### src/rtl/fp_real2bcd.sv
// Purpose: converts the unsigned integer and fraction fields of a real number to packed BCD (double-dabble).
// Latency: out_valid rises WIDTH clocks after the accepting edge; one conversion per WIDTH+2 clocks at best.
// Backpressure: in_ready only in IDLE; the result is held in DONE until out_ready, and inputs are ignored while busy.
module fp_real2bcd #(
  parameter int WIDTH  = 24,
  parameter int DIGITS = 8,
  parameter int CNT_W  = 5
) (
  input  logic                  clk,
  input  logic                  rst,
  input  logic                  in_valid,
  output logic                  in_ready,
  input  logic                  in_sign,
  input  logic [WIDTH-1:0]      in_pre,
  input  logic [WIDTH-1:0]      in_significand,
  input  logic [4:0]            in_point,
  output logic                  out_valid,
  input  logic                  out_ready,
  output logic                  out_sign,
  output logic [4*DIGITS-1:0]   out_int_bcd,
  output logic [4*DIGITS-1:0]   out_frac_bcd,
  output logic [4:0]            out_point
);

  typedef enum logic [1:0] {S_IDLE, S_SHIFT, S_DONE} state_t;

  state_t               r_state;
  state_t               w_state_nxt;
  logic [CNT_W-1:0]     r_cnt;
  logic [WIDTH-1:0]     r_bin_int;
  logic [WIDTH-1:0]     r_bin_frac;
  logic [4*DIGITS-1:0]  r_bcd_int;
  logic [4*DIGITS-1:0]  r_bcd_frac;
  logic                 r_sign;
  logic [4:0]           r_point;
  logic                 r_out_sign;
  logic [4*DIGITS-1:0]  r_out_int;
  logic [4*DIGITS-1:0]  r_out_frac;
  logic [4:0]           r_out_point;

  logic [4*DIGITS-1:0]  w_int_adj;
  logic [4*DIGITS-1:0]  w_frac_adj;
  logic [4*DIGITS-1:0]  w_int_nxt;
  logic [4*DIGITS-1:0]  w_frac_nxt;
  logic                 w_last;

  // Per-digit +3 correction; digits are independent, no carry between them.
  function automatic logic [4*DIGITS-1:0] add3(input logic [4*DIGITS-1:0] bcd);
    logic [4*DIGITS-1:0] res;
    res = bcd;
    for (int i = 0; i < DIGITS; i++) begin
      if (bcd[4*i +: 4] >= 4'd5) res[4*i +: 4] = bcd[4*i +: 4] + 4'd3;
    end
    return res;
  endfunction

  // Correction happens before the shift within the same cycle; the next binary MSB enters digit 0.
  assign w_int_adj  = add3(r_bcd_int);
  assign w_frac_adj = add3(r_bcd_frac);
  assign w_int_nxt  = {w_int_adj[4*DIGITS-2:0], r_bin_int[WIDTH-1]};
  assign w_frac_nxt = {w_frac_adj[4*DIGITS-2:0], r_bin_frac[WIDTH-1]};
  assign w_last     = (r_cnt == CNT_W'(1));

  assign in_ready     = (r_state == S_IDLE);
  assign out_valid    = (r_state == S_DONE);
  assign out_sign     = r_out_sign;
  assign out_int_bcd  = r_out_int;
  assign out_frac_bcd = r_out_frac;
  assign out_point    = r_out_point;

  // State register.
  always_ff @(posedge clk or posedge rst) begin
    if (rst) r_state <= S_IDLE;
    else     r_state <= w_state_nxt;
  end

  // Next-state: accept in IDLE, iterate WIDTH times, hold until the result is taken.
  always_comb begin
    w_state_nxt = r_state;
    case (r_state)
      S_IDLE:  if (in_valid)  w_state_nxt = S_SHIFT;
      S_SHIFT: if (w_last)    w_state_nxt = S_DONE;
      S_DONE:  if (out_ready) w_state_nxt = S_IDLE;
      default: w_state_nxt = S_IDLE;
    endcase
  end

  // Datapath: load on accept, shift each SHIFT cycle, publish on the last shift.
  always_ff @(posedge clk or posedge rst) begin
    if (rst) begin
      r_cnt       <= '0;
      r_bin_int   <= '0;
      r_bin_frac  <= '0;
      r_bcd_int   <= '0;
      r_bcd_frac  <= '0;
      r_sign      <= 1'b0;
      r_point     <= '0;
      r_out_sign  <= 1'b0;
      r_out_int   <= '0;
      r_out_frac  <= '0;
      r_out_point <= '0;
    end else begin
      case (r_state)
        S_IDLE: begin
          if (in_valid) begin
            r_bin_int  <= in_pre;
            r_bin_frac <= in_significand;
            r_bcd_int  <= '0;
            r_bcd_frac <= '0;
            r_sign     <= in_sign;
            r_point    <= in_point;
            r_cnt      <= CNT_W'(WIDTH);
          end
        end
        S_SHIFT: begin
          r_bcd_int  <= w_int_nxt;
          r_bcd_frac <= w_frac_nxt;
          r_bin_int  <= {r_bin_int[WIDTH-2:0], 1'b0};
          r_bin_frac <= {r_bin_frac[WIDTH-2:0], 1'b0};
          r_cnt      <= r_cnt - CNT_W'(1);
          if (w_last) begin
            r_out_int   <= w_int_nxt;
            r_out_frac  <= w_frac_nxt;
            r_out_sign  <= r_sign;
            r_out_point <= r_point;
          end
        end
        default: ;
      endcase
    end
  end

endmodule
### config.mk
export PLATFORM = sky130hd
export DESIGN_NAME = fp_real2bcd
export DESIGN_NICKNAME = d
export VERILOG_FILES = /design/src/rtl/fp_real2bcd.sv
export SDC_FILE = /design/constraint.sdc
export NUM_CORES = 1
export LEC_CHECK = 0
export ABC_AREA = 1
export BUFFER_PORTS_ARGS = -buffer_cell sky130_fd_sc_hd__buf_2
export CORE_ASPECT_RATIO = 1.4
export CORE_UTILIZATION = 58
export DETAILED_ROUTE_END_ITERATION = 10
export GPL_TIMING_DRIVEN = 0
export HOLD_SLACK_MARGIN = 0.05
export PLACE_DENSITY = 0.8
export SYNTH_ARGS = -nofsm -noshare
export SYNTH_HDL_FRONTEND = slang
export SYNTH_SLANG_ARGS = --single-unit
### constraint.sdc
create_clock -name clk -period 6.61 [get_ports clk]
set_input_delay 0.3305 -clock clk [delete_from_list [all_inputs] [get_ports clk]]
set_output_delay 0.3305 -clock clk [all_outputs]
set_load 0.01 [all_outputs]
Word-level counts from Yosys, hierarchy flattened
Index checks and enable logic that the tools add are counted.
{ "word_totals": {"inputBits": 58, "word_cells": 86, "regBits": 195, "output_inout_bits": 72} }
{ "classes": {"reduce_logical": 6, "add_sub_neg": 17, "eq_ne": 6, "mux": 29, "order_cmp": 16} }
{ "ops": {"columns": ["operator", "n"], "rows": [
  ["32-bit one-hot mux with 2 select lines", 2],
  ["24-bit one-hot mux with 2 select lines", 2],
  ["4-bit by 3-bit >= comparator with 1-bit output (second input constant)", 16],
  ["4-bit by 2-bit adder with 4-bit output (second input constant)", 14],
  ["4-bit 2-to-1 mux", 14],
  ["24-bit 2-to-1 mux", 2],
  ["32-bit 2-to-1 mux", 1],
  ["5-bit one-hot mux with 2 select lines", 1],
  ["3-bit by 2-bit adder with 3-bit output (second input constant)", 2],
  ["2-bit 2-to-1 mux", 3],
  ["3-bit 2-to-1 mux", 2],
  ["2-bit one-hot mux with 3 select lines", 1],
  ["2-bit AND reduction", 3],
  ["5-bit by 1-bit == test with 1-bit output (second input constant)", 1],
  ["5-bit 2-to-1 mux", 1],
  ["5-bit by 1-bit subtractor with 5-bit output (second input constant)", 1],
  ["2-bit != test (second input constant)", 2],
  ["3-bit AND reduction", 1],
  ["2-bit by 1-bit == test with 1-bit output (second input constant)", 1],
  ["2-bit == test (second input constant)", 1],
  ["2-bit zero test", 1],
  ["2-bit by 1-bit != test with 1-bit output (second input constant)", 1],
  ["2-bit nonzero test", 1]
]} }

Longest topological paths before layout
Gate-level depths: netlist of run 1.
{ "logic_depth": {"word_depth": 3, "depth_mapped": 9, "ltp_nobuf": 8} }

Worst setup path before layout of run 1
No wires, ideal clock.
{ "synth_path": {"path_kind": "register to register", "startpoint": "register r_state[0]", "endpoint": "register r_bin_frac[10]", "setup_ns": 0.124, "n_path_buf": 2, "setup_slack_ns": 5.224, "period_less_slack_ns": 1.386, "required_time_ns": 6.486, "stages_incl_launch_ff": 9, "arrival_ns": 1.262, "path_cell_list": "dfrtp_1 -> nor2_2 -> nand2_2 -> nand2_2 -> inv_2 -> buf_6 -> buf_6 -> nand2_1 -> nand3_1"} }
{ "synth_via": {"elab_chain_cells": 3, "word_cells_on_any_way": 6, "classes_between": "eq/ne: 2; mux: 1; reduce/logical: 3"} }
{ "synth_rtl": {"columns": ["element", "line_no", "rtl"], "rows": [
  ["from (decl)", "27", "state_t r_state;"],
  ["from (signal assigned)", "74", "else r_state <= w_state_nxt;"],
  ["2-bit zero test (*)", null, null],
  ["named net in_ready", "12", "output logic in_ready,"],
  ["2-bit != test (no source line) / 2-bit nonzero test (equally long branches)", null, null],
  ["2-bit AND reduction (no source line)", null, null],
  ["to (signal assigned)", "107", "r_bin_frac <= in_significand;"],
  ["to (signal assigned)", "119", "r_bin_frac <= {r_bin_frac[WIDTH-2:0], 1'b0};"],
  ["to (decl)", "31", "logic [WIDTH-1:0] r_bin_frac;"]
]} }
The timed path passes the listed nets; every way through them passes the cells marked *.
A chain may end at the register's enable or synchronous reset.

Final worst setup path of run 1
{ "layout_path": {"startpoint": "register r_state[0]", "endpoint": "register r_bcd_frac[5]"} }
{ "layout_via": {"elab_chain_cells": 3, "word_cells_on_any_way": 6, "classes_between": "eq/ne: 2; mux: 1; reduce/logical: 3"} }
{ "layout_rtl": {"columns": ["element", "line_no", "rtl"], "rows": [
  ["2-bit by 1-bit == test with 1-bit output / 2-bit zero test (equally long branches)", "103", "case (r_state)"],
  ["2-bit nonzero test (no source line) / 2-bit != test (equally long branches)", null, null],
  ["2-bit AND reduction (no source line)", null, null],
  ["to (signal assigned)", "117", "r_bcd_frac <= w_frac_nxt;"],
  ["to (decl)", "33", "logic [4*DIGITS-1:0] r_bcd_frac;"]
]} }
Several ways; a longest one is shown, not always the timed one.

==> impl_metrics.ini, run 1 <==
[run]
drv_cap = 0

[worst_setup_path]
path_buf_inv = 3
endpoint = r_bcd_frac[5]$_DFFE_PP0P_
critical-path-max-stage-delay_ns = 0.54
crit_path_start = r_state[0]$_DFFE_PP0P_
cp.depth = 6
worstSetupPathType = reg -> reg
crit_path_end_kind = register
arrival_ns = 2.06
slowest_stage = clkbuf_1
crit-reg2reg-launch = r_state[0]$_DFFE_PP0P_
worstReg2RegEnd = r_bcd_frac[5]$_DFFE_PP0P_
required_ns = 6.98
cp-start-kind = register
reg2regPathDepth = 6
cp_cell_sequence = inv_2 > nor2_2 > buf_4 > clkbuf_1 > nand3_1 > nand2_1
critPathTopFamily = buffers and inverters
crit_fanout = 10
r2r_slack_ns = 4.92

[yosys]
yosysWarnings = 0
syn_nets = 1280
syn_avg_cell_area_sq_um = 7.980
synth_cell_types = 20
syn_inst = 1188
ys_seq_area_share_pct = 51.47
synthesis.area_sq_um = 9480
ys_ff_latch = 195

[detailed_routing]
drc = 0
wl_per_cell_um = 14.09
first_pass_iters = 5
drt_iter0_markers = 554
vias = 8323
viasPerCell = 5.380
drt-total-wl_um = 21800
ant_nets = 0

[timing]
grt_setup_unrepaired = false
fmax_ghz = 0.5919
setup_viol = 0
period_needed_ns = 1.689
drv_slew = 0
finalHoldViolations = 0
fin_skew_ns = 0.007058
timing.slew.headroom_pct = 54.68
tightest_slew_ns = 0.6798
period_share_pct = 25.56

[global_routing]
antenna_found_initial = 0
grt_pass1_wl_um = 36890
overflow = 0
grt_start_max_net_pins = 125
grt_pass1_vias = 8027
grt_use_total_pct = 28.02

[clock_tree]
postCtsSetupRepairBufs = 0
cts.path.max_buffers = 2
path_clk_slew_ns = 0.07
h-tree-depth = 4
clk_latency_ns = 0.43
cts-root-buf = clkbuf_16
tritoncts = built
cts_buffers = 17
cts.sinks = 195
cts_resized = 0

[floorplanning]
dieArea_sq_um = 16870
num_io_pins = 130
dieWidth_um = 110.1
die_h_um = 153.3
row_count = 54
core-area_sq_um = 15810
initial_core_util_pct = 59.96

[final_layout]
layout.cells.non_filler = 1547
final_net_count = 1430
mostFrequentLayoutCells = nand2_1, dfrtp_1, nand3_1, buf_2, inv_1
drive_above_1_share_pct = 15.03
finalInstanceArea_sq_um = 11010
layout_commonest_cell = nand2_1
post-route-util_pct = 69.63
syn_to_final_growth_pct = 16.12
diodes = 0

[placement]
dp_hpwl_um = 15310
routabilityCongestion = 0.8871
dpl.cell_count = 1514
port_buffers = 129
placed_area_sq_um = 10410

[power]
p_per_area_nw_per_um2 = 519.7
peakVddDrop_uv = 257.5
p_leak_nw = 6.148

[min_path]
hold_path.class = in -> reg

[outcome]
status = completed
## worst register-to-register path, stage by stage (launching register included)
cell and delay (ns):
dfrtp_1 0.44, inv_2 0.05, nor2_2 0.10, buf_4 0.20, clkbuf_1 0.54, nand3_1 0.19, nand2_1 0.11
## synthesized netlist by cell type
cell type  count  share of area [%]
o21ai_0       22                1.2
inv_1         87                3.4
o21ai_1       19                1.0
nor2_1         7               0.28
nand4_1       32                2.1
inv_2          3               0.12
nand2_2        2               0.13
nand2_1      550                 22
a21boi_0      14                1.1
buf_6         14                1.7
o31ai_1        1              0.079
buf_4          6               0.48
ha_1          34                4.5
o22ai_1        5               0.33
clkbuf_1      10               0.40
o211ai_1       2               0.16
buf_2         15               0.79
nand3_1      167                8.8
nor2_2         3               0.20
dfrtp_1      195                 51
## layer usage
layer,up-vias,global-route usage (%),share of wire [%]
li1,4098,-,-
met1,3933,34.66,41
met2,246,47.26,50
met3,46,5.160,5.6
met4,0,11.94,3.0
met5,-,0,0
## logic make-up after synthesis
group / after synthesis / share of synthesized area [%]
and+or+nand+nor: 761 / 33.31
DFF: 195 / 51.47
buffers and inverters: 135 / 6.889
AOI/OAI and AO/OA: 63 / 3.841
adders and majority gates: 34 / 4.487
## cell type report
cell class                 instances  area (sq um)
sequential                       195          4880
tap                              196         245.2
fill                            1364          4802
buffer                            45         315.3
clock buffer                      24         491.7
clock inverter                     8         100.1
inverter                          90         345.3
timing repair buffer             131         683.2
multi-input combinational        858          3948
## report_power, final
part           internal [W]  leakage, nW  switching (W)
combinational      0.000927         3.41        0.00161
sequential          0.00176         2.45       0.000389
clock              0.000597        0.290       0.000439
total               0.00328         6.15        0.00244
## through the flow
| stage | total power (W) | TNS [ns] | hold slack (ns) | setup WS, ns |
|---|---|---|---|---|
| final | 0.005721 | 0 | 0.07915 | 4.921 |
| after detailed placement | 0.004673 | 0 | 0.4307 | 4.959 |
| after CTS | 0.005729 | 0 | 0.07105 | 4.944 |
| after global routing | 0.006243 | 0 | 0.07453 | 4.771 |
| after floorplan | 0.003933 | 0 | 0.4168 | 0.9673 |
| after global placement | 0.004555 | -215.19 | 0.4498 | -1.123 |
## worst min-delay path by stage
stage,startpoint,to,slack (ns),cells past startpoint
6_report,out_ready,r_state[1]$_DFFE_PP0P_,0.08,2
5_1_grt,out_ready,r_state[1]$_DFFE_PP0P_,0.07,2
4_1_cts,out_ready,r_state[1]$_DFFE_PP0P_,0.07,2
3_5_place_dp,rst,out_frac_bcd[6]$_DFFE_PP0P_,0.43,2
3_3_place_gp,out_frac_bcd[23]$_DFFE_PP0P_,out_frac_bcd[23]$_DFFE_PP0P_,0.45,2
2_1_floorplan,out_ready,r_state[1]$_DFFE_PP0P_,0.42,1
## state kept, by name, indices dropped and copies added, names as in the netlist, 2 cells and up
| register | flops |
|---|---|
| r_bin_int | 24 |
| r_bcd_frac | 32 |
| r_cnt | 5 |
| r_bin_frac | 24 |
| r_point | 5 |
| out_point | 5 |
| r_bcd_int | 32 |
| r_state | 2 |
| out_frac_bcd | 32 |
| out_int_bcd | 32 |
## repair_timing
action | 4_1_cts | 5_1_grt
setup endpoints to repair | 0 | 0
hold buffers | 1 | 0
hold endpoints to repair | 71 | 0
Note: power is estimated with default switching activity, not from simulation.
==> run 2, diff against run 1 <==
--- a/config.mk
+++ b/config.mk
@@ -8,11 +8,11 @@
 export ABC_AREA = 1
 export BUFFER_PORTS_ARGS = -buffer_cell sky130_fd_sc_hd__buf_2
 export CORE_ASPECT_RATIO = 1.4
-export CORE_UTILIZATION = 58
+export CORE_UTILIZATION = 52
 export DETAILED_ROUTE_END_ITERATION = 10
 export GPL_TIMING_DRIVEN = 0
 export HOLD_SLACK_MARGIN = 0.05
-export PLACE_DENSITY = 0.8
+export PLACE_DENSITY = 0.76
 export SYNTH_ARGS = -nofsm -noshare
 export SYNTH_HDL_FRONTEND = slang
 export SYNTH_SLANG_ARGS = --single-unit
==> constraint.sdc (replaced) <==
create_clock -name clk -period 1.4 [get_ports clk]
set_input_delay 0.07 -clock clk [delete_from_list [all_inputs] [get_ports clk]]
set_output_delay 0.07 -clock clk [all_outputs]
set_load 0.01 [all_outputs]
==> impl_metrics.ini, run 2 (same netlist as run 1, synthesis figures left out) <==
[floorplanning]
row_count = 58
initial_core_util_pct = 52.89
num_io_pins = 130
core-area_sq_um = 17920
dieWidth_um = 116.1
die_h_um = 161.8
dieArea_sq_um = 18780

[final_layout]
fillerInstances = 1173
regArea_sq_um = 4882
final_net_count = 1541
layout.cells.non_filler = 1698
layout_commonest_cell = nand2_1
drive_above_1_share_pct = 35.39
multiInputGateArea_sq_um = 5002
syn_to_final_growth_pct = 44.01
mostFrequentLayoutCells = nand2_1, dfrtp_1, buf_2, nand2_2, nand3_1
diodes = 0

[detailed_routing]
wl_per_cell_um = 17.67
drt-total-wl_um = 30000
drc = 0
vias = 9519
viasPerCell = 5.606
first_pass_iters = 5
drt_iter0_markers = 723
ant_nets = 0

[worst_setup_path]
cpMostUsedCell = nand2_4
slowest_stage = dfrtp_2
required_ns = 1.72
path_buf_inv = 3
crit_path_end_kind = register
cp_cell_sequence = nor2_4 > nand2_4 > nand2_4 > inv_6 > buf_12 > clkbuf_16 > nand2_4 > nand3_2
crit_fanout = 6
critical-path-max-stage-delay_ns = 0.45
critPathTopFamily = simple AND/OR/NAND/NOR gates
worstSetupPathType = reg -> reg
cp-start-kind = register
arrival_ns = 1.80

[outcome]
violations = negative setup slack
status = complete, but fails checks

[timing]
period_share_pct = 105.6
fin_skew_ns = 0.01018
hold_slack_ns = 0.2304
drv_slew = 0
period_needed_ns = 1.479
tightest_slew_ns = 0.3190
setup_ws_ns = -0.07877
finalHoldViolations = 0
timing.slew.headroom_pct = 78.73
grt_setup_unrepaired = true
setup_viol = 133
tns_ns = -4.279
fmax_ghz = 0.6762

[clock_tree]
h-tree-depth = 4
cts.path.max_buffers = 2
clk_latency_ns = 0.44
cts-root-buf = clkbuf_16
cts.sinks = 195
tritoncts = built
cts_buffers = 17
path_clk_slew_ns = 0.07

[global_routing]
grt_pass1_wl_um = 39900
grt_use_total_pct = 27.41
overflow = 0
grt_start_max_net_pins = 43
grt_pass1_vias = 8709
antenna_found_initial = 0

[power]
p_comb_share_pct = 51.5
p_switching_w = 0.01436
p_leak_nw = 7.375
peakVddDrop_uv = 1459
p_clk_share_pct = 15.2
p_per_area_nw_per_um2 = 2377
p_int_w = 0.01809
swShare_pct = 44.26
seq_power_share_pct = 33.3

[placement]
dp_hpwl_um = 16080
port_buffers = 129
dpl.cell_count = 1562
routabilityCongestion = 0.9152

[run]
drv_cap = 0

[min_path]
hold_path.class = in -> async
run 2: final cells by class:
cell class / count / share of cell area, %
Buffer: 45 / 3.867
Clock inverter: 6 / 0.7881
Sequential cell: 195 / 35.76
Timing Repair Buffer: 242 / 14.86
Multi-Input combinational cell: 858 / 36.64
Tap cell: 240 / 2.199
Inverter: 90 / 2.557
Clock buffer: 22 / 3.327
run 2: power groups by stage:
stage          sequential (W)  clock, W  combinational [W]
2_1_floorplan          0.0102         0            0.00835
5_1_grt                0.0110   0.00515             0.0184
3_3_place_gp           0.0101         0             0.0115
3_5_place_dp           0.0102         0             0.0120
4_1_cts                0.0101   0.00489             0.0126
6_report               0.0108   0.00494             0.0167
run 2: routing by layer:
layer	global-route usage, %	up-vias	part of all wire [%]	routed length (um)
li1	-	4347	-	-
met1	31.76	4584	37	11010
met2	48.05	450	53	15810
met3	5.112	138	5.2	1555
met4	13.34	0	5.4	1624
met5	0	-	0	0
run 2: per-stage QoR:
stage | total power (W) | setup WS (ns) | cell area [sq um] | util (%)
after detailed placement | 0.02215 | -0.3328 | 10530 | 58.75
after floorplan | 0.01857 | -1.188 | 9484 | -
after global placement | 0.02158 | -2.376 | 10430 | 58.19
after global routing | 0.03454 | -0.1117 | 13650 | 76.17
final | 0.03245 | -0.07877 | 13650 | 76.17
after CTS | 0.02769 | -0.01813 | 11950 | 66.66
run 2: what timing repair did:
action	in CTS	in global routing
setup endpoints to repair	190	180
hold endpoints to repair	211	0
buffers inserted	10	22
cloned	1	18
pin swaps	4	65
gates resized for setup	60	346
hold buffers	57	0
run 2: path summary, 6_finish.rpt:
check	to	startpoint	slack, ns	cells past startpoint
max in group asynchronous	r_bcd_int[16]$_DFFE_PP0P_	rst	0.39	6
worst min-delay path	out_point[3]$_DFFE_PP0P_	rst	0.23	4
min in group clk	r_state[1]$_DFFE_PP0P_	out_ready	0.37	3
worst max register to register	r_bin_int[7]$_DFFE_PP0P_	r_state[0]$_DFFE_PP0P_	-0.08	8
worst max-delay path	r_bin_int[7]$_DFFE_PP0P_	r_state[0]$_DFFE_PP0P_	-0.08	8
worst min register to register	out_int_bcd[28]$_DFFE_PP0P_	out_int_bcd[28]$_DFFE_PP0P_	0.47	2
run 2: worst min-delay path, delay by kind of cell:
| kind | cells | cell delay (ns) |
|---|---|---|
| buffers and inverters | 4 | 0.96 |
